`config.mk`:
```
export PLATFORM = sky130hd
export DESIGN_NAME = trace_capture_ctrl
export DESIGN_NICKNAME = d
export VERILOG_FILES = /design/src/rtl/trace_capture_ctrl.sv
export SDC_FILE = /design/constraint.sdc
export NUM_CORES = 1
export LEC_CHECK = 0
export ABC_AREA = 1
export CORE_MARGIN = 1.5
export CORE_UTILIZATION = 59
export DETAILED_ROUTE_END_ITERATION = 16
export PLACE_DENSITY_LB_ADDON = 0.15
export SYNTH_ARGS = -nofsm -noshare
export SYNTH_HDL_FRONTEND = slang
export SYNTH_SLANG_ARGS = --single-unit
```
`constraint.sdc`:
```
create_clock -name usb_clk -period 3.6 [get_ports usb_clk]
set_input_delay 0.36 -clock usb_clk [delete_from_list [all_inputs] [get_ports usb_clk]]
set_output_delay 0.36 -clock usb_clk [all_outputs]
set_load 0.02 [all_outputs]
```
`src/rtl/trace_capture_ctrl.sv`:
```
// trace_capture_ctrl
//   Sequences a single trace capture: arm -> wait for trace sync -> wait for
//   a pattern/soft trigger -> gate a fixed number of samples into the capture
//   FIFO -> stop. Status (state, trigger source, count, sticky errors) is
//   exported for register readout.
//
//   state     | meaning
//   ----------+-----------------------------------------------------------
//   IDLE      | not armed; waiting for I_arm
//   WAIT_SYNC | armed; waiting for the trace decoder to report sync
//   WAIT_TRIG | in sync; waiting for a masked rule match or soft trigger
//   CAPTURE   | writing valid samples until the latched length is reached
//   DONE      | finished (length reached or timeout); holds until arm/abort
//
// Ports
//   usb_clk, reset_i            clock, synchronous active-high reset
//   I_arm, I_abort              one-cycle control pulses
//   I_synchronized              trace decoder sync status
//   I_match, I_pattern_trig_enable   per-rule match pulses and trigger mask
//   I_soft_trig, I_soft_trig_enable  software trigger and its enable
//   I_capture_len, I_timeout    capture length / trigger-wait limit (0 = none)
//   I_sample_valid, I_fifo_full trace datapath valid, capture FIFO full
//   O_capture_en                FIFO write enable
//   O_trigger, O_trig_rule      trigger pulse and registered trigger source
//   O_state, O_done             registered state, DONE level
//   O_timed_out, O_overflow     sticky error flags
//   O_sample_count              samples written this capture
module trace_capture_ctrl #(
  parameter int pMATCH_RULES   = 8,
  parameter int pCOUNT_WIDTH   = 16,
  parameter int pTIMEOUT_WIDTH = 24
) (
  input  logic                      usb_clk,
  input  logic                      reset_i,
  input  logic                      I_arm,
  input  logic                      I_abort,
  input  logic                      I_synchronized,
  input  logic [pMATCH_RULES-1:0]   I_match,
  input  logic [pMATCH_RULES-1:0]   I_pattern_trig_enable,
  input  logic                      I_soft_trig,
  input  logic                      I_soft_trig_enable,
  input  logic [pCOUNT_WIDTH-1:0]   I_capture_len,
  input  logic [pTIMEOUT_WIDTH-1:0] I_timeout,
  input  logic                      I_sample_valid,
  input  logic                      I_fifo_full,
  output logic                      O_capture_en,
  output logic                      O_trigger,
  output logic [3:0]                O_trig_rule,
  output logic [2:0]                O_state,
  output logic                      O_done,
  output logic                      O_timed_out,
  output logic                      O_overflow,
  output logic [pCOUNT_WIDTH-1:0]   O_sample_count
);

  localparam logic [2:0] ST_IDLE      = 3'd0;
  localparam logic [2:0] ST_WAIT_SYNC = 3'd1;
  localparam logic [2:0] ST_WAIT_TRIG = 3'd2;
  localparam logic [2:0] ST_CAPTURE   = 3'd3;
  localparam logic [2:0] ST_DONE      = 3'd4;

  logic [2:0]                state, state_nxt;
  logic [pCOUNT_WIDTH-1:0]   len_q;
  logic [pTIMEOUT_WIDTH-1:0] tmo_q;
  logic [pMATCH_RULES-1:0]   pat_en_q;
  logic                      soft_en_q;
  logic [pTIMEOUT_WIDTH-1:0] tmo_cnt;
  logic [pCOUNT_WIDTH-1:0]   sample_cnt;
  logic                      trig_q;
  logic [3:0]                trig_rule_q;
  logic                      timed_out_q;
  logic                      overflow_q;

  logic [pMATCH_RULES-1:0]   masked;
  logic                      soft_hit;
  logic                      trig_hit;
  logic [2:0]                rule_idx;
  logic                      in_wait;
  logic [pTIMEOUT_WIDTH-1:0] tmo_cnt_inc;
  logic                      tmo_hit;
  logic [pCOUNT_WIDTH-1:0]   cnt_inc;
  logic                      capture_en;
  logic                      cap_last;
  logic                      arm_ok;

  assign masked      = I_match & pat_en_q;
  assign soft_hit    = I_soft_trig & soft_en_q;
  assign trig_hit    = (state == ST_WAIT_TRIG) && ((|masked) || soft_hit);
  assign in_wait     = (state == ST_WAIT_SYNC) || (state == ST_WAIT_TRIG);
  assign tmo_cnt_inc = tmo_cnt + 1'b1;
  // The counter is compared on its incremented value so a limit of N gives
  // exactly N cycles spent waiting before DONE.
  assign tmo_hit     = in_wait && (tmo_q != '0) && (tmo_cnt_inc == tmo_q);
  assign cnt_inc     = sample_cnt + 1'b1;
  // The count != len term keeps the write enable low for a zero-length capture.
  assign capture_en  = (state == ST_CAPTURE) && I_sample_valid && !I_fifo_full &&
                       (sample_cnt != len_q);
  assign cap_last    = (state == ST_CAPTURE) &&
                       ((sample_cnt == len_q) || (capture_en && (cnt_inc == len_q)));
  assign arm_ok      = I_arm && !I_abort && ((state == ST_IDLE) || (state == ST_DONE));

  // Lowest-index masked match; scan downwards so the lowest set bit wins.
  always_comb begin
    rule_idx = 3'd0;
    for (int i = pMATCH_RULES - 1; i >= 0; i--) begin
      if (masked[i]) rule_idx = i[2:0];
    end
  end

  always_comb begin
    state_nxt = state;
    case (state)
      ST_IDLE: begin
        if (arm_ok) state_nxt = ST_WAIT_SYNC;
      end
      ST_WAIT_SYNC: begin
        if (I_abort)             state_nxt = ST_IDLE;
        else if (tmo_hit)        state_nxt = ST_DONE;
        else if (I_synchronized) state_nxt = ST_WAIT_TRIG;
      end
      ST_WAIT_TRIG: begin
        if (I_abort)              state_nxt = ST_IDLE;
        else if (trig_hit)        state_nxt = ST_CAPTURE;
        else if (tmo_hit)         state_nxt = ST_DONE;
        else if (!I_synchronized) state_nxt = ST_WAIT_SYNC;
      end
      ST_CAPTURE: begin
        if (I_abort)       state_nxt = ST_IDLE;
        else if (cap_last) state_nxt = ST_DONE;
      end
      ST_DONE: begin
        if (I_abort)     state_nxt = ST_IDLE;
        else if (arm_ok) state_nxt = ST_WAIT_SYNC;
      end
      default: state_nxt = ST_IDLE;
    endcase
  end

  always_ff @(posedge usb_clk) begin
    if (reset_i) begin
      state       <= ST_IDLE;
      len_q       <= '0;
      tmo_q       <= '0;
      pat_en_q    <= '0;
      soft_en_q   <= 1'b0;
      tmo_cnt     <= '0;
      sample_cnt  <= '0;
      trig_q      <= 1'b0;
      trig_rule_q <= 4'd0;
      timed_out_q <= 1'b0;
      overflow_q  <= 1'b0;
    end else begin
      state  <= state_nxt;
      trig_q <= (state == ST_WAIT_TRIG) && (state_nxt == ST_CAPTURE);

      if (arm_ok) begin
        len_q       <= I_capture_len;
        tmo_q       <= I_timeout;
        pat_en_q    <= I_pattern_trig_enable;
        soft_en_q   <= I_soft_trig_enable;
        tmo_cnt     <= '0;
        sample_cnt  <= '0;
        trig_rule_q <= 4'd0;
        timed_out_q <= 1'b0;
        overflow_q  <= 1'b0;
      end

      if (in_wait) tmo_cnt <= tmo_cnt_inc;

      if (in_wait && (state_nxt == ST_DONE)) timed_out_q <= 1'b1;

      if ((state == ST_WAIT_TRIG) && (state_nxt == ST_CAPTURE))
        trig_rule_q <= {soft_hit, rule_idx};

      // Counts every sample actually written, so the count always matches
      // the FIFO contents even if an abort lands on a write cycle.
      if (capture_en) sample_cnt <= cnt_inc;

      if ((state == ST_CAPTURE) && I_sample_valid && I_fifo_full) overflow_q <= 1'b1;
    end
  end

  assign O_capture_en   = capture_en;
  assign O_trigger      = trig_q;
  assign O_trig_rule    = trig_rule_q;
  assign O_state        = state;
  assign O_done         = (state == ST_DONE);
  assign O_timed_out    = timed_out_q;
  assign O_overflow     = overflow_q;
  assign O_sample_count = sample_cnt;

endmodule
```
==> results.sh <==
export IMPL_clkTransAtPathRegs_ns=0.10
export IMPL_clock_latency_ns=0.38
export IMPL_r2r_end="O_trig_rule[1]"
export IMPL_numCtsBuffers=9
export IMPL_fin_area_mm2=0.00710
export IMPL_synth_nets=987
export IMPL_gp_congestion=0.932
export IMPL_peakVddDrop_v=0.000238
export IMPL_first_global_vias=5544
export IMPL_syn_cell_area_mm2=0.00586
export IMPL_cp_cell_sequence="xor2_1 -> nor2_1 -> nand2_1 -> nor2_1 -> nand2_1 -> nand2_1 -> inv_1 -> clkdlybuf4s50_1"
export IMPL_cts_resized=0
export IMPL_cts_tree="built"
export IMPL_endpoint="O_capture_en"
export IMPL_rows=36
export IMPL_yosys_most_used_dff="dfxtp_1"
export IMPL_port_buffers=92
export IMPL_wl_per_cell_um=13.8
export IMPL_setup_tns_ns=0
export IMPL_dr_total_vias=6059
export IMPL_tightest_slew_ns=0.917
export IMPL_worst_ep_required_time_ns=3.24
export IMPL_cts_path_max_buffers=2
export IMPL_fin_crit_sh_pct=74.2
export IMPL_rsz0062_at_grt="false"
export IMPL_critPathKind="flip-flop to primary output"
export IMPL_p_leak_nw=2.93
export IMPL_slew_headroom_pct=38.8
export IMPL_cts_root_buf="clkbuf_8"
export IMPL_syn2layout_area_growth_pct=21.2
export IMPL_power_density_mw_per_mm2=317
export IMPL_crit_path_end_kind="primary output"
export IMPL_post_route_util_pct=73.3
export IMPL_antenna_cells=0
export IMPL_wl_mm=15.7
export IMPL_n_fill_cell=841
export IMPL_fmax_mhz=374
export IMPL_crit_slowest_cell="clkdlybuf4s50_1"
export IMPL_ys_seq_area_share_pct=33.8
export IMPL_outcome="completed"
export IMPL_synth_top_area_share_pct=33.8
export IMPL_grt_max_degree=56
export IMPL_grt_usage_pct=31.3
export IMPL_htree_num_levels=3
export IMPL_drtAntennaViolNets=0
export IMPL_antenna_found_initial=0
export IMPL_hpwl_mm=11.8
export IMPL_max_cap_violations=0
export IMPL_postPlaceCellArea_mm2=0.00690
export IMPL_core_mm2=0.00968
export IMPL_finalSetupViolCount=0
export IMPL_first_pass_iters=4
export IMPL_yosysWarnings=0
export IMPL_yosys_top_cells_area="dfxtp_1 34%, nand2_1 16%, nor2_1 8.7%"
export IMPL_hold_viol_final=0
export IMPL_place_inst=1125
export IMPL_die_y_um=103
export IMPL_clkSinkCount=99
export IMPL_drc_errors=0
export IMPL_arrival_ns=2.31
export IMPL_instances_no_fill=1140
export IMPL_reg2reg_from="tmo_cnt[0]"
export IMPL_synth_cell_types=40
export IMPL_ys_async_sr_fraction_pct=0
export IMPL_first_iter_violations=279
export IMPL_detail_route_vias_per_cell=5.31
export IMPL_power_total_w=0.00225
export IMPL_cts_setup_buffers=0
export IMPL_multiInputGateArea_mm2=0.00343
export IMPL_final_max_slew_viol_count=0
export IMPL_register_area_mm2=0.00198
export IMPL_layout_nets=1070
export IMPL_ctsHoldBuffers=0
export IMPL_die_w_um=103
export IMPL_cp_max_fo=8
export IMPL_ys_ff_latch=99
export IMPL_startpoint_type="flip-flop"
export IMPL_max_stage_delay_ns=0.61
export IMPL_finClkSkew_ns=0.0124
export IMPL_syn_avg_cell_area_um2=6.36
export IMPL_yosys_area_top_type="dfxtp_1"
export IMPL_io_pin_count=93
export IMPL_crit_start="O_sample_count[8]"
export IMPL_grt_overflow=0
export IMPL_period_needed_ns=2.67
export IMPL_synth_edf_count=0
export IMPL_hp_class="flip-flop to flip-flop"
export IMPL_initial_utilization_pct=60.5
export IMPL_grt_pass1_wl_mm=25.6
export IMPL_synth_cells=920
export IMPL_dieArea_mm2=0.0105
export IMPL_drive_gt1_share_pct=6.95
export IMPL_hp_start="len_q[4]"
export IMPL_r2r_slack_ns=0.96
export IMPL_crit_path_frequent_cell="nand2_1"
export IMPL_reg2reg_depth=18
==> Yosys cell counts, types with 2 or more instances <==
cell,number
a211oi_1,4
a21oi_1,62
a221oi_1,2
a31oi_1,3
buf_2,3
clkbuf_1,25
clkinv_1,2
dfxtp_1,99
ha_1,2
inv_1,87
inv_2,2
nand2_1,256
nand2_2,10
nand3_1,72
nand3_2,8
nand3b_1,6
nand4_1,8
nor2_1,136
nor2_2,5
nor2_4,9
nor3_1,7
o21ai_0,64
o21bai_2,3
o22ai_1,3
or2_2,4
xnor2_1,4
xnor3_1,4
xor2_1,18
==> through the flow <==
step	hold WS, ns	setup WS, ns
finish	0.474	0.928
global route	0.502	0.651
CTS	0.474	0.949
detailed placement	0.459	1.05
global placement	0.454	1.11
floorplan	0.444	1.32
==> layer usage <==
metal	up-vias	GRT usage, %	part of all wire, %
met2	181	52.3	47
met5	-	0	0
met4	0	13.0	3.1
li1	3112	-	-
met3	35	6.03	5.6
met1	2731	39.8	44
==> layout by cell type (no fill, tap or decap), types with 9 or more instances in the layout <==
cell type,instances
a21oi_1,62
inv_1,87
o21ai_0,64
nand2_2,10
xor2_1,18
clkdlybuf4s50_1,92
nor2_1,135
nand3_1,72
nand2_1,256
dfxtp_1,99
nor2_4,9
clkbuf_8,10
==> critical path: cells and delay by family, from the launching register on <==
kind / cells / cell delay, ns
buf+inv: 2 / 0.71
simple gates: 5 / 0.43
flops: 1 / 0.52
xor+xnor: 1 / 0.28
==> flip-flops by register name, indices dropped and copies added (netlist names) <==
register	count
O_trig_rule	4
O_state	3
O_sample_count	16
O_overflow	1
O_timed_out	1
len_q	16
pat_en_q	8
tmo_q	24
O_trigger	1
soft_en_q	1
tmo_cnt	24
==> report_power, final <==
group / leakage, nW / internal, W / switching (W)
registers: 0.807 / 0.00114 / 0.0000342
clock network: 0.0992 / 0.000341 / 0.000400
logic: 2.02 / 0.000150 / 0.000187
total: 2.93 / 0.00163 / 0.000621
==> kinds of logic (layout without fill, tap and decap cells) <==
kind of cell,count (synthesis),count (layout),synth area share (%)
AO/OA/AOI/OAI,149,149,13.9
buffers and inverters,119,206,7.69
flip-flops,99,99,33.8
XOR/XNOR,27,27,5.11
AND/OR/NAND/NOR,524,524,39.1
adder cells (fa/ha/maj),2,2,0.427
==> layout make-up <==
cell class	count	share of cell area [%]
Multi-Input combinational cell	702	48.3
Sequential cell	99	27.9
Timing Repair Buffer	100	13.8
Inverter	91	4.81
Tap cell	133	2.34
Clock buffer	10	1.94
Clock inverter	5	0.846
==> how the worst min path moves through the flow <==
stage                       to  slack, ns  depth (start not counted)
finish                len_q[4]       0.47                          2
floorplan            len_q[11]       0.44                          2
global route        O_overflow       0.50                          2
global placement    O_overflow       0.45                          2
CTS                   len_q[4]       0.47                          2
detailed placement    len_q[4]       0.46                          2
Note: power is estimated with default switching activity, not from simulation.
